File: src/rtl/obstacle_scroller.sv
// Scrolls two mountain gaps and a lava block toward the plane, picks gap heights from an LFSR, keeps a pass score.
// Latency: outputs are registered, and position changes appear one clk after frame_tick.
// Backpressure: none. frame_tick is consumed when it arrives, and game_over freezes the scene.
module obstacle_scroller #(
    parameter int SCREEN_W    = 320,
    parameter int SPACING     = 160,
    parameter int LAVA_OFFSET = 80,
    parameter int Y_MIN       = 60,
    parameter int LAVA_DROP   = 2,
    parameter int LAVA_FLOOR  = 232
) (
    input  logic       clk,
    input  logic       resetn,
    input  logic       frame_tick,
    input  logic       start,
    input  logic       game_over,
    output logic [9:0] mountain1_x,
    output logic [9:0] mountain1_y,
    output logic [9:0] mountain2_x,
    output logic [9:0] mountain2_y,
    output logic [9:0] lava_x,
    output logic [9:0] lava_y,
    output logic [7:0] score,
    output logic       running
);

    localparam logic [9:0] X_WRAP       = 10'(SCREEN_W - 1);
    localparam logic [9:0] M2_START     = 10'(SCREEN_W - 1 + SPACING);
    localparam logic [9:0] LAVA_START   = 10'(SCREEN_W - 1 + LAVA_OFFSET);
    localparam logic [9:0] GAP_RESET    = 10'd120;
    localparam logic [9:0] LAVA_Y_RESET = 10'd8;
    localparam logic [9:0] Y_BASE       = 10'(Y_MIN);
    localparam logic [9:0] DROP         = 10'(LAVA_DROP);
    localparam logic [9:0] FLOOR        = 10'(LAVA_FLOOR);
    localparam logic [7:0] LFSR_SEED    = 8'hA5;

    typedef enum logic [1:0] {IDLE, RUN, OVER} state_t;

    state_t     state;
    logic [7:0] lfsr;

    logic       lfsr_fb;
    logic [6:0] gap_v;
    logic [6:0] gap_off;
    logic [9:0] gap_y;
    logic [1:0] spd_sh;
    logic [9:0] spd;
    logic       m1_wrap, m2_wrap, lava_wrap;
    logic [1:0] wrap_cnt;
    logic [8:0] score_sum;
    logic [7:0] score_nxt;
    logic [9:0] lava_y_inc;
    logic [9:0] lava_y_nxt;

    always_comb begin
        lfsr_fb   = lfsr[7] ^ lfsr[5] ^ lfsr[4] ^ lfsr[3];
        gap_v     = lfsr[6:0];
        // Fold the top of the 7-bit range down so the gap centre stays within 60..180.
        gap_off   = (gap_v > 7'd120) ? (gap_v - 7'd64) : gap_v;
        gap_y     = Y_BASE + {3'b000, gap_off};

        spd_sh    = (score >= 8'd24) ? 2'd3 : score[4:3];
        spd       = 10'd1 + {8'd0, spd_sh};

        m1_wrap   = mountain1_x < spd;
        m2_wrap   = mountain2_x < spd;
        lava_wrap = lava_x < spd;

        wrap_cnt  = {1'b0, m1_wrap} + {1'b0, m2_wrap} + {1'b0, lava_wrap};
        score_sum = {1'b0, score} + {7'd0, wrap_cnt};
        score_nxt = score_sum[8] ? 8'hFF : score_sum[7:0];

        lava_y_inc = lava_y + DROP;
        if (lava_wrap)
            lava_y_nxt = LAVA_Y_RESET;
        else if (lava_y_inc > FLOOR)
            lava_y_nxt = FLOOR;
        else
            lava_y_nxt = lava_y_inc;
    end

    always_ff @(posedge clk or negedge resetn) begin
        if (!resetn) begin
            state       <= IDLE;
            lfsr        <= LFSR_SEED;
            mountain1_x <= X_WRAP;
            mountain2_x <= M2_START;
            lava_x      <= LAVA_START;
            mountain1_y <= GAP_RESET;
            mountain2_y <= GAP_RESET;
            lava_y      <= LAVA_Y_RESET;
            score       <= 8'd0;
            running     <= 1'b0;
        end else begin
            lfsr <= {lfsr[6:0], lfsr_fb};
            case (state)
                IDLE: begin
                    if (start) begin
                        state   <= RUN;
                        running <= 1'b1;
                    end
                end
                RUN: begin
                    // A crash on a frame_tick cycle wins: the scene freezes where the checker saw it.
                    if (game_over) begin
                        state   <= OVER;
                        running <= 1'b0;
                    end else if (frame_tick) begin
                        mountain1_x <= m1_wrap ? X_WRAP : (mountain1_x - spd);
                        mountain2_x <= m2_wrap ? X_WRAP : (mountain2_x - spd);
                        lava_x      <= lava_wrap ? X_WRAP : (lava_x - spd);
                        if (m1_wrap)
                            mountain1_y <= gap_y;
                        if (m2_wrap)
                            mountain2_y <= gap_y;
                        lava_y <= lava_y_nxt;
                        score  <= score_nxt;
                    end
                end
                OVER: begin
                    if (start) begin
                        state       <= RUN;
                        running     <= 1'b1;
                        mountain1_x <= X_WRAP;
                        mountain2_x <= M2_START;
                        lava_x      <= LAVA_START;
                        mountain1_y <= GAP_RESET;
                        mountain2_y <= GAP_RESET;
                        lava_y      <= LAVA_Y_RESET;
                        score       <= 8'd0;
                    end
                end
                default: begin
                    state   <= IDLE;
                    running <= 1'b0;
                end
            endcase
        end
    end

endmodule
File: config.mk
export PLATFORM = sky130hd
export DESIGN_NAME = obstacle_scroller
export DESIGN_NICKNAME = d
export VERILOG_FILES = /design/src/rtl/obstacle_scroller.sv
export SDC_FILE = /design/constraint.sdc
export NUM_CORES = 1
export LEC_CHECK = 0
export CAP_MARGIN = 10
export CORE_UTILIZATION = 49
export CTS_BUF_LIST = sky130_fd_sc_hd__clkbuf_4 sky130_fd_sc_hd__clkbuf_8
export DETAILED_ROUTE_END_ITERATION = 6
export PLACE_DENSITY = 0.8
export SLEW_MARGIN = 20
export SYNTH_ARGS = -nofsm -noshare
export SYNTH_HDL_FRONTEND = slang
export SYNTH_SLANG_ARGS = --single-unit
File: constraint.sdc
create_clock -name clk -period 4.15 [get_ports clk]
set_input_delay 0.415 -clock clk [delete_from_list [all_inputs] [get_ports clk]]
set_output_delay 0.415 -clock clk [all_outputs]
set_load 0.02 [all_outputs]
==> results of run 1 <==
==> power groups by stage <==
stage          sequential [mW]  combinational, mW  clock (mW)
5_1_grt                   1.19               1.18       0.656
4_1_cts                   1.16               1.08       0.629
6_report                  1.16               1.08       0.618
2_1_floorplan             1.31              0.476           0
3_5_place_dp              1.17               1.08           0
3_3_place_gp              1.16               1.05           0
==> cell usage after synthesis, drive strengths merged, types with 2 or more instances <==
cell / number
a211o: 3
a21o: 5
a21oi: 38
a22o: 2
a22oi: 3
a31oi: 12
and2: 3
and3: 3
buf: 13
clkbuf: 8
dfrtp: 40
dfstp: 34
fa: 5
ha: 15
inv: 18
mux2: 6
mux2i: 2
nand2: 41
nand2b: 7
nand3: 16
nand4b: 2
nor2: 54
nor2b: 8
nor3: 11
nor3b: 2
nor4: 7
o21ai: 36
o22a: 2
o22ai: 2
o31a: 2
o31ai: 9
o41ai: 2
or2: 4
or3: 2
or4: 3
xnor2: 4
xor2: 5
==> cell type report <==
class / count / area (um2)
Fill cell: 705 / 3008
Inverter: 18 / 67.56
Sequential cell: 74 / 1896
Timing Repair Buffer: 80 / 765.7
Tap cell: 105 / 131.4
Clock inverter: 7 / 92.59
Clock buffer: 9 / 123.9
Multi-Input combinational cell: 334 / 2132
==> placed cells by master, fill, tap and decap left out, types with 3 or more instances in the layout <==
master / count
inv_1: 18
conb_1: 5
ha_1: 14
nand2b_1: 7
nor2b_1: 8
dfrtp_1: 39
xnor2_1: 4
buf_4: 12
clkbuf_8: 9
o21ai_0: 35
a21oi_1: 33
a211o_1: 3
nand3_1: 16
a31oi_1: 11
fa_1: 5
o31ai_1: 9
or4_4: 3
a22oi_1: 3
and2_1: 3
dfstp_2: 34
nor3_1: 11
mux2_2: 6
clkdlybuf4s50_1: 67
nor2_2: 3
nand2_1: 40
a21o_1: 5
or2_2: 3
nor2_1: 49
a21oi_2: 5
nor4_1: 7
xor2_1: 5
==> cell families (layout without fill, tap and decap cells) <==
logic type | Yosys count | in the layout | synth area share
other | 1 | 5 | 0.0009008
XOR/XNOR | 9 | 9 | 0.01893
buffers and inverters | 39 | 114 | 0.04418
multiplexers | 8 | 8 | 0.02104
AND/OR/NAND/NOR | 169 | 169 | 0.2053
flip-flops | 74 | 74 | 0.4551
adder cells (fa/ha/maj) | 20 | 20 | 0.06913
AO/OA/AOI/OAI | 123 | 123 | 0.1855
==> metal layers <==
metal / track usage / routed length [um]
met1: 0.3036 / 4294
met5: 0 / 0
met2: 0.3986 / 4787
met3: 0.06553 / 632
met4: 0.05513 / 82
==> final timing paths <==
check                          from              to  slack [ns]  cells after the start
setup / recovery           score[6]        score[7]        0.14                     11
hold / removal               resetn       lava_y[2]        0.16                      1
setup reg to reg           score[6]        score[7]        0.14                     11
hold reg to reg             lfsr[6]         lfsr[7]        0.42                      0
max in group asynchronous    resetn  mountain2_x[8]        2.99                      2
min in group clk            lfsr[6]         lfsr[7]        0.42                      0
==> timing repair <==
item	in CTS	in global routing
hold endpoints to repair	0	0
endpoints found under the setup margin	5	8
pin swaps	0	2
setup buffers	0	2
resized for setup	1	9
cloned	0	0
==> worst register-to-register path, cell delays in order (launching register included) <==
cell	delay (ns)
dfrtp_2	0.45
or4_4	0.54
ha_4	0.28
fa_1	0.43
nor2b_1	0.17
and4b_1	0.25
fa_1	0.44
ha_1	0.22
fa_1	0.41
and3_2	0.26
o31ai_1	0.27
a21oi_1	0.12
==> sequential cells by signal, summed over array words and instances, names as in the netlist <==
signal / cells
score: 8
state: 2
running: 1
mountain1_y: 8
lfsr: 8
mountain2_x: 10
lava_y: 9
mountain1_x: 10
mountain2_y: 8
lava_x: 10
==> stage by stage <==
step,instances,power [mW],utilization,worst slack [ns]
after floorplan,447,1.781,-,0.1243
after global placement,609,2.212,0.6016,0.1502
after detailed placement,609,2.245,0.6016,0.005170
after CTS,625,2.869,0.6283,0.02569
after global routing,627,3.023,0.6339,0.03183
final,627,2.859,0.6339,0.1399
==> impl_metrics.toml, run 1 <==
[routing]
vias = 3597
post_drt_wl_per_cell_um = 15.63
postRouteWirelength_mm = 9.797
dr.pass1.iters = 4
drt-initial-drc-count = 190
antenna_violating_nets_post_route = 0
drcViolationCount = 0
avgViaCountPerCell = 5.737

[synthesis]
ys_dominant_reg_cell = "dfrtp_1"
yosys_warnings = 0
synth.yosys.seq_area_share = 0.4551
post-synth-top-area-cell = "dfrtp_1"
synth-async-reset-ratio = 1.000
syn-instance-count = 443
yosysTopAreaCellShare = 0.2405
synthesis.area_per_instance_um2 = 9.397
synth_seq_cells = 74
synth_enable_flop_cells = 0
post_synth_num_cell_types = 61
synth.top_cells.by_area = "dfrtp_1 24%, dfstp_2 21%, ha_1 4.5%"
mappedNetlistArea_um2 = 4163

[placement]
io_buffer_count = 68
gp_congestion = 0.8520
dpl-instance-area_um2 = 4943
dp_hpwl_mm = 6.977

[global_route]
grt_first_pass_wirelength_mm = 16.40
grt_antenna_before_repair = 0
grt_overflow = 0
via_count_of_the_first_global_routing_pass = 3414
grt_start_max_net_pins = 40
globalRouteTotalUtil = 0.2378

[critical_path]
crit_buf_inv = 0
crit_path_cell_trace = "or4_4, ha_4, fa_1, nor2b_1, and4b_1, fa_1, ha_1, fa_1, and3_2, o31ai_1, a21oi_1"
timing.critical_path.max_delay_family = "adder cells"
critical_path_peak_fanout = 7
worstSetupStartpointType = "flip-flop"
cp_slowest_cell = "or4_4"
timing.critical_path.to_type = "flip-flop"
timing.setup.critical_path_class = "reg2reg"
cell_type_with_the_highest_occurrence_count_on_the_critical_path = "fa_1"
critPathArrivalTime_ns = 4.21
worst_path_largest_cell_delay_ns = 0.54
crit_required_ns = 4.35

[sta]
max_clock_freq_mhz = 249.4
slew_headroom = 0.4311
setup_tns_ns = 0
final.hold.worst_slack_ns = 0.1597
rsz0062_at_grt = "false"
tightestPinTransition_ns = 0.8534
setup_viol = 0
pins_over_slew_limit = 0
period_minus_slack_ns = 4.010
layout_worst_path_cycle_share = 0.9663
finClkSkew_ns = 0.01070
report.final.hold_viol_count = 0

[layout]
drive_gt1_frac = 0.1782
finish.instance_area_um2 = 5209
n_antenna_cell = 0
layout.nets = 542
syn2layout_area_growth_pct = 25.13

[die]
fp-row-count = 33
floorplan.die_area_um2 = 8868
coreArea_um2 = 8217
start_util = 0.5066
die_width_um = 94.17
floorplan.die.height_um = 94.17
io_pins = 74

[hold_path]
min-delay-path-class = "in2async"

[pwr]
peakVddDrop_v = 0.0003264
internal_power_mw = 1.789
p_sw_frac = 0.3743
power_frac_seq = 0.407
netSwitchingPower_mw = 1.070
power.density_nw_per_um2 = 548.9
clock_power_share = 0.216
comb_power_share = 0.377
power.static_leakage_nw = 2.174

[run]
timing.max_cap.violations = 0

[clock_network]
max-clock-path-buffers = 2
worst_skew_pair.late_latency_ns = 0.36
tritoncts_clock_tree = "done"
h-tree-depth = 3
root_buffer_cell = "clkbuf_8"
cts.clk_slew.worst_paths_ns = 0.08
tritoncts.num_buffers = 9
cts_hold_buf = 0
clock_sinks = 74

[run_status]
outcome = "complete, no violations"
No activity file was read; power rests on OpenSTA's default activity.
==> run 2, diff against run 1 <==
Settings changed: CORE_UTILIZATION 49 to 50, PLACE_DENSITY 0.8 to 0.78.
Clock period 4.15 ns to 4.9 ns, I/O delays scaled along.
==> impl_metrics.toml, run 2 (same netlist as run 1, synthesis figures left out) <==
[clock_network]
cts_setup_buffers = 0
max-clock-path-buffers = 2
cts_hold_buf = 0
tritoncts.num_buffers = 9
cts.clk_slew.worst_paths_ns = 0.08
h-tree-depth = 3
root_buffer_cell = "clkbuf_8"
clock_sinks = 74
tritoncts_clock_tree = "done"
postCtsResizedCells = 0
worst_skew_pair.late_latency_ns = 0.35

[critical_path]
worstReg2RegStart = "score[3]"
cp_slowest_cell = "or4_1"
crit_required_ns = 5.17
timing.critical_path.to_type = "flip-flop"
crit_buf_inv = 2
worst_path_largest_cell_delay_ns = 0.57
critPathArrivalTime_ns = 4.52
critical_path_peak_fanout = 7
timing.critical_path.max_delay_family = "simple AND/OR/NAND/NOR gates"
cp-startpoint = "score[3]"
crit_path_cell_trace = "or4_1, ha_1, inv_1, fa_1, a2111oi_0, and2_1, nand2_1, inv_1, ha_1, fa_1, and3_1, nand2_1, nor2_1, a21oi_1, o22ai_1"
worstSetupStartpointType = "flip-flop"
timing.setup.critical_path_class = "reg2reg"

[routing]
drcViolationCount = 0
detail_route.wirelength.met1_mm = 4.473
vias = 3662
avgViaCountPerCell = 5.945
detailroute.wirelength.met3_um = 642
antenna_violating_nets_post_route = 0
dr.pass1.iters = 5
dr_wl_met2_mm = 4.796
top_layer_used = "met4"
drt-initial-drc-count = 215
post_drt_wl_per_cell_um = 16.23
postRouteWirelength_mm = 10.00

[pwr]
clock_power_share = 0.236
p_sw_frac = 0.3652
comb_power_share = 0.368
internal_power_mw = 1.571
peakVddDrop_v = 0.0002386
power.density_nw_per_um2 = 481.4
netSwitchingPower_mw = 0.9040
power.static_leakage_nw = 2.149
power_frac_seq = 0.397

[global_route]
grt_start_max_net_pins = 51
via_count_of_the_first_global_routing_pass = 3333
grt_antenna_before_repair = 0
grt_overflow = 0
globalRouteTotalUtil = 0.2444
grt_first_pass_wirelength_mm = 16.51

[sta]
setup_tns_ns = 0
report.final.hold_viol_count = 0
rsz0062_at_grt = "false"
finClkSkew_ns = 0.01358
slew_headroom = 0.3759
layout_worst_path_cycle_share = 0.8662
setup_viol = 0
period_minus_slack_ns = 4.244
pins_over_slew_limit = 0
tightestPinTransition_ns = 0.9342
max_clock_freq_mhz = 235.6

[die]
coreArea_um2 = 7888
fp-row-count = 32
die_width_um = 93.25
floorplan.die_area_um2 = 8695
start_util = 0.5278
floorplan.die.height_um = 93.25
io_pins = 74

[layout]
largest_registers = "lava_x: 10 flops, mountain1_x: 10 flops, mountain2_x: 10 flops"
n_antenna_cell = 0
finish.instance_area_um2 = 5141
layout.nets = 534
layout_commonest_cell = "clkdlybuf4s50_1"
layout.cells.most_common_list = "67 x clkdlybuf4s50_1, 50 x nor2_1, 41 x nand2_1"
syn2layout_area_growth_pct = 23.50
drive_gt1_frac = 0.1518

[placement]
gp_congestion = 0.8587
dpl-instance-area_um2 = 4895
dp_hpwl_mm = 6.788
io_buffer_count = 68

[run]
timing.max_cap.violations = 0

[run_status]
outcome = "complete, no violations"

[hold_path]
min-delay-path-class = "in2async"
run 2: worst reg2reg max path, cell delays in order, from the launching register on:
cell       delay [ns]
dfrtp_1          0.45
or4_1            0.57
ha_1             0.39
inv_1            0.13
fa_1             0.45
a2111oi_0        0.37
and2_1           0.23
nand2_1          0.17
inv_1            0.16
ha_1             0.20
fa_1             0.22
and3_1           0.22
nand2_1          0.12
nor2_1           0.26
a21oi_1          0.07
o22ai_1          0.15
run 2: layout make-up:
cell class	instances	area, um2
sequential	74	1894
timing repair buffer	72	705.7
fill	659	2746
multi-input combinational	334	2100
clock buffer	10	131.4
inverter	18	67.56
clock inverter	6	115.1
tap	102	127.6
run 2: metal layers:
metal	vias up	track usage
li1	1701	-
met1	1804	0.3342
met2	149	0.3922
met3	8	0.05935
met4	0	0.05897
met5	-	0
run 2: worst paths after layout:
path,end,slack [ns],depth (start not counted)
setup / recovery,score[5],0.66,15
hold / removal,lava_y[5],0.12,1
setup reg to reg,score[5],0.66,15
hold reg to reg,lfsr[1],0.43,0
max in group asynchronous,mountain1_x[7],3.72,2
min in group clk,lfsr[1],0.43,0
run 2: power groups by stage:
| stage | Sequential (mW) | Combinational (mW) | Clock (mW) |
|---|---|---|---|
| 6_report | 0.982 | 0.910 | 0.583 |
| 5_1_grt | 1.00 | 0.991 | 0.619 |
| 4_1_cts | 0.979 | 0.912 | 0.591 |
| 3_5_place_dp | 0.989 | 0.904 | 0 |
| 3_3_place_gp | 0.983 | 0.890 | 0 |
| 2_1_floorplan | 1.11 | 0.403 | 0 |
run 2: metrics by stage:
| step | instances | hold WS (ns) | worst slack, ns | util | total power [mW] |
|---|---|---|---|---|---|
| after detailed placement | 600 | 0.4120 | 0.6688 | 0.6206 | 1.893 |
| final | 616 | 0.1244 | 0.6558 | 0.6518 | 2.475 |
| after global placement | 600 | 0.4035 | 0.8372 | 0.6206 | 1.872 |
| after floorplan | 447 | 0.1944 | 0.8743 | - | 1.509 |
| after CTS | 616 | 0.1460 | 0.6602 | 0.6518 | 2.482 |
| after global routing | 616 | 0.1593 | 0.2409 | 0.6518 | 2.613 |
==> run 3, diff against run 2 <==
Settings changed: CAP_MARGIN 10 to 0, CORE_UTILIZATION 50 to 49, PLACE_DENSITY 0.78 to 0.8.
Clock period 4.9 ns to 3.5 ns, I/O delays scaled along.
==> impl_metrics.toml, run 3 (same netlist as run 1, synthesis figures left out) <==
[layout]
syn2layout_area_growth_pct = 30.93
layout.cells.most_common_list = "67 x clkdlybuf4s50_1, 49 x nor2_1, 39 x nand2_1"
drive_gt1_frac = 0.2528
layout.nets = 562
layout_commonest_cell = "clkdlybuf4s50_1"
largest_registers = "lava_x: 10 flops, mountain1_x: 10 flops, mountain2_x: 10 flops"
n_antenna_cell = 0
fillers = 658

[clock_network]
tritoncts_clock_tree = "done"
tritoncts.num_buffers = 9
cts_hold_buf = 0
h-tree-depth = 3
cts.clk_slew.worst_paths_ns = 0.09
root_buffer_cell = "clkbuf_8"
worst_skew_pair.late_latency_ns = 0.36
clock_sinks = 74
max-clock-path-buffers = 2

[run_status]
failed_checks = "hold timing, setup timing"
outcome = "finished, violations left"

[sta]
slew_headroom = 0.4503
finClkSkew_ns = 0.01151
layout_worst_path_cycle_share = 1.044
rsz0062_at_grt = "true"
final.hold.worst_slack_ns = -0.002119
setup_viol = 8
final_critical_path_setup_slack_ns = -0.1538
period_minus_slack_ns = 3.654
report.final.hold_viol_count = 2
pins_over_slew_limit = 0
tightestPinTransition_ns = 0.8246
max_clock_freq_mhz = 273.7

[routing]
post_drt_wl_per_cell_um = 16.58
drt-initial-drc-count = 211
vias = 3772
dr.pass1.iters = 7
drcViolationCount = 0
postRouteWirelength_mm = 10.73
antenna_violating_nets_post_route = 0
avgViaCountPerCell = 5.830

[critical_path]
timing.setup.critical_path_class = "reg2reg"
critical_path_peak_fanout = 5
timing.critical_path.to_type = "flip-flop"
crit_required_ns = 3.74
worstSetupStartpointType = "flip-flop"
critPathArrivalTime_ns = 3.89

[die]
coreArea_um2 = 8217
io_pins = 74
floorplan.die.height_um = 94.17
die_width_um = 94.17
start_util = 0.5066
fp-row-count = 33
floorplan.die_area_um2 = 8868

[pwr]
peakVddDrop_v = 0.0003434
power.density_nw_per_um2 = 631.0
power.static_leakage_nw = 2.277

[placement]
gp_congestion = 0.8528
io_buffer_count = 68
dp_hpwl_mm = 7.139
preCtsSetupSlack_ns = -0.2386

[global_route]
via_count_of_the_first_global_routing_pass = 3589
globalRouteTotalUtil = 0.2477
grt_first_pass_wirelength_mm = 16.99
grt_overflow = 0
grt_start_max_net_pins = 75
grt_antenna_before_repair = 0

[hold_path]
min-delay-path-class = "in2async"

[run]
timing.max_cap.violations = 0
## run 3: report_power, final
| group | total (mW) | switching (mW) | internal (mW) | leakage, nW |
|---|---|---|---|---|
| Combinational | 1.37 | 0.716 | 0.652 | 1.28 |
| Clock | 0.690 | 0.340 | 0.351 | 0.101 |
| Sequential | 1.38 | 0.250 | 1.13 | 0.895 |
| Total | 3.44 | 1.31 | 2.13 | 2.28 |
## run 3: worst paths after layout
| path | start | end | slack (ns) | depth (start not counted) |
|---|---|---|---|---|
| setup reg to reg | score[6] | score[3] | -0.15 | 13 |
| hold / removal | resetn | lava_y[2] | -0.002 | 2 |
| hold reg to reg | lfsr[6] | lfsr[7] | 0.43 | 0 |
| min in group clk | lfsr[6] | lfsr[7] | 0.43 | 0 |
| max in group asynchronous | resetn | mountain1_x[5] | 3.12 | 2 |
| setup / recovery | score[6] | score[3] | -0.15 | 13 |
## run 3: cell type report
class | instances | area, um2 | area share
well taps | 105 | 131.4 | 0.02410
inverters | 18 | 67.56 | 0.01240
clock buffers | 11 | 138.9 | 0.02548
flip-flops and latches | 74 | 1898 | 0.3483
clock inverters | 5 | 63.81 | 0.01171
multi-input cells | 334 | 2222 | 0.4077
repair buffers | 100 | 928.4 | 0.1703
## run 3: worst max-delay path: stages, from the launching register on
cell and delay [ns]:
dfrtp_2 0.43, or4_4 0.57, ha_4 0.26, fa_2 0.35, nor2b_2 0.13, and4b_2 0.27
fa_2 0.47, ha_4 0.18, fa_2 0.34, and3_4 0.19, nand2_4 0.10, nor2_4 0.06
o21ai_2 0.14, nand2_1 0.07
## run 3: metal layers
| layer | routed length, um | vias up | track usage | part of all wire |
|---|---|---|---|---|
| met5 | 0 | - | 0 | 0 |
| met4 | 147 | 0 | 0.1013 | 0.014 |
| met3 | 753 | 17 | 0.04612 | 0.070 |
| met2 | 5329 | 159 | 0.4191 | 0.50 |
| met1 | 4499 | 1838 | 0.3089 | 0.42 |
| li1 | - | 1758 | - | - |
## run 3: per-stage QoR
stage	area, um2	instances	total power, mW	utilization	TNS [ns]
4_1_cts	5416	646	3.434	0.6592	-0.7647
3_3_place_gp	5152	628	2.674	0.6271	-0.8705
6_report	5450	647	3.439	0.6633	-0.9528
5_1_grt	5450	647	3.616	0.6633	-1.566
3_5_place_dp	5152	628	2.706	0.6271	-1.468
2_1_floorplan	4238	447	2.116	-	-1.504
## run 3: timing repair
item                                    in CTS  in global routing
resized for setup                           15                  8
setup buffers                                2                  1
pin swaps                                   12                  2
endpoints found under the setup margin       8                  8
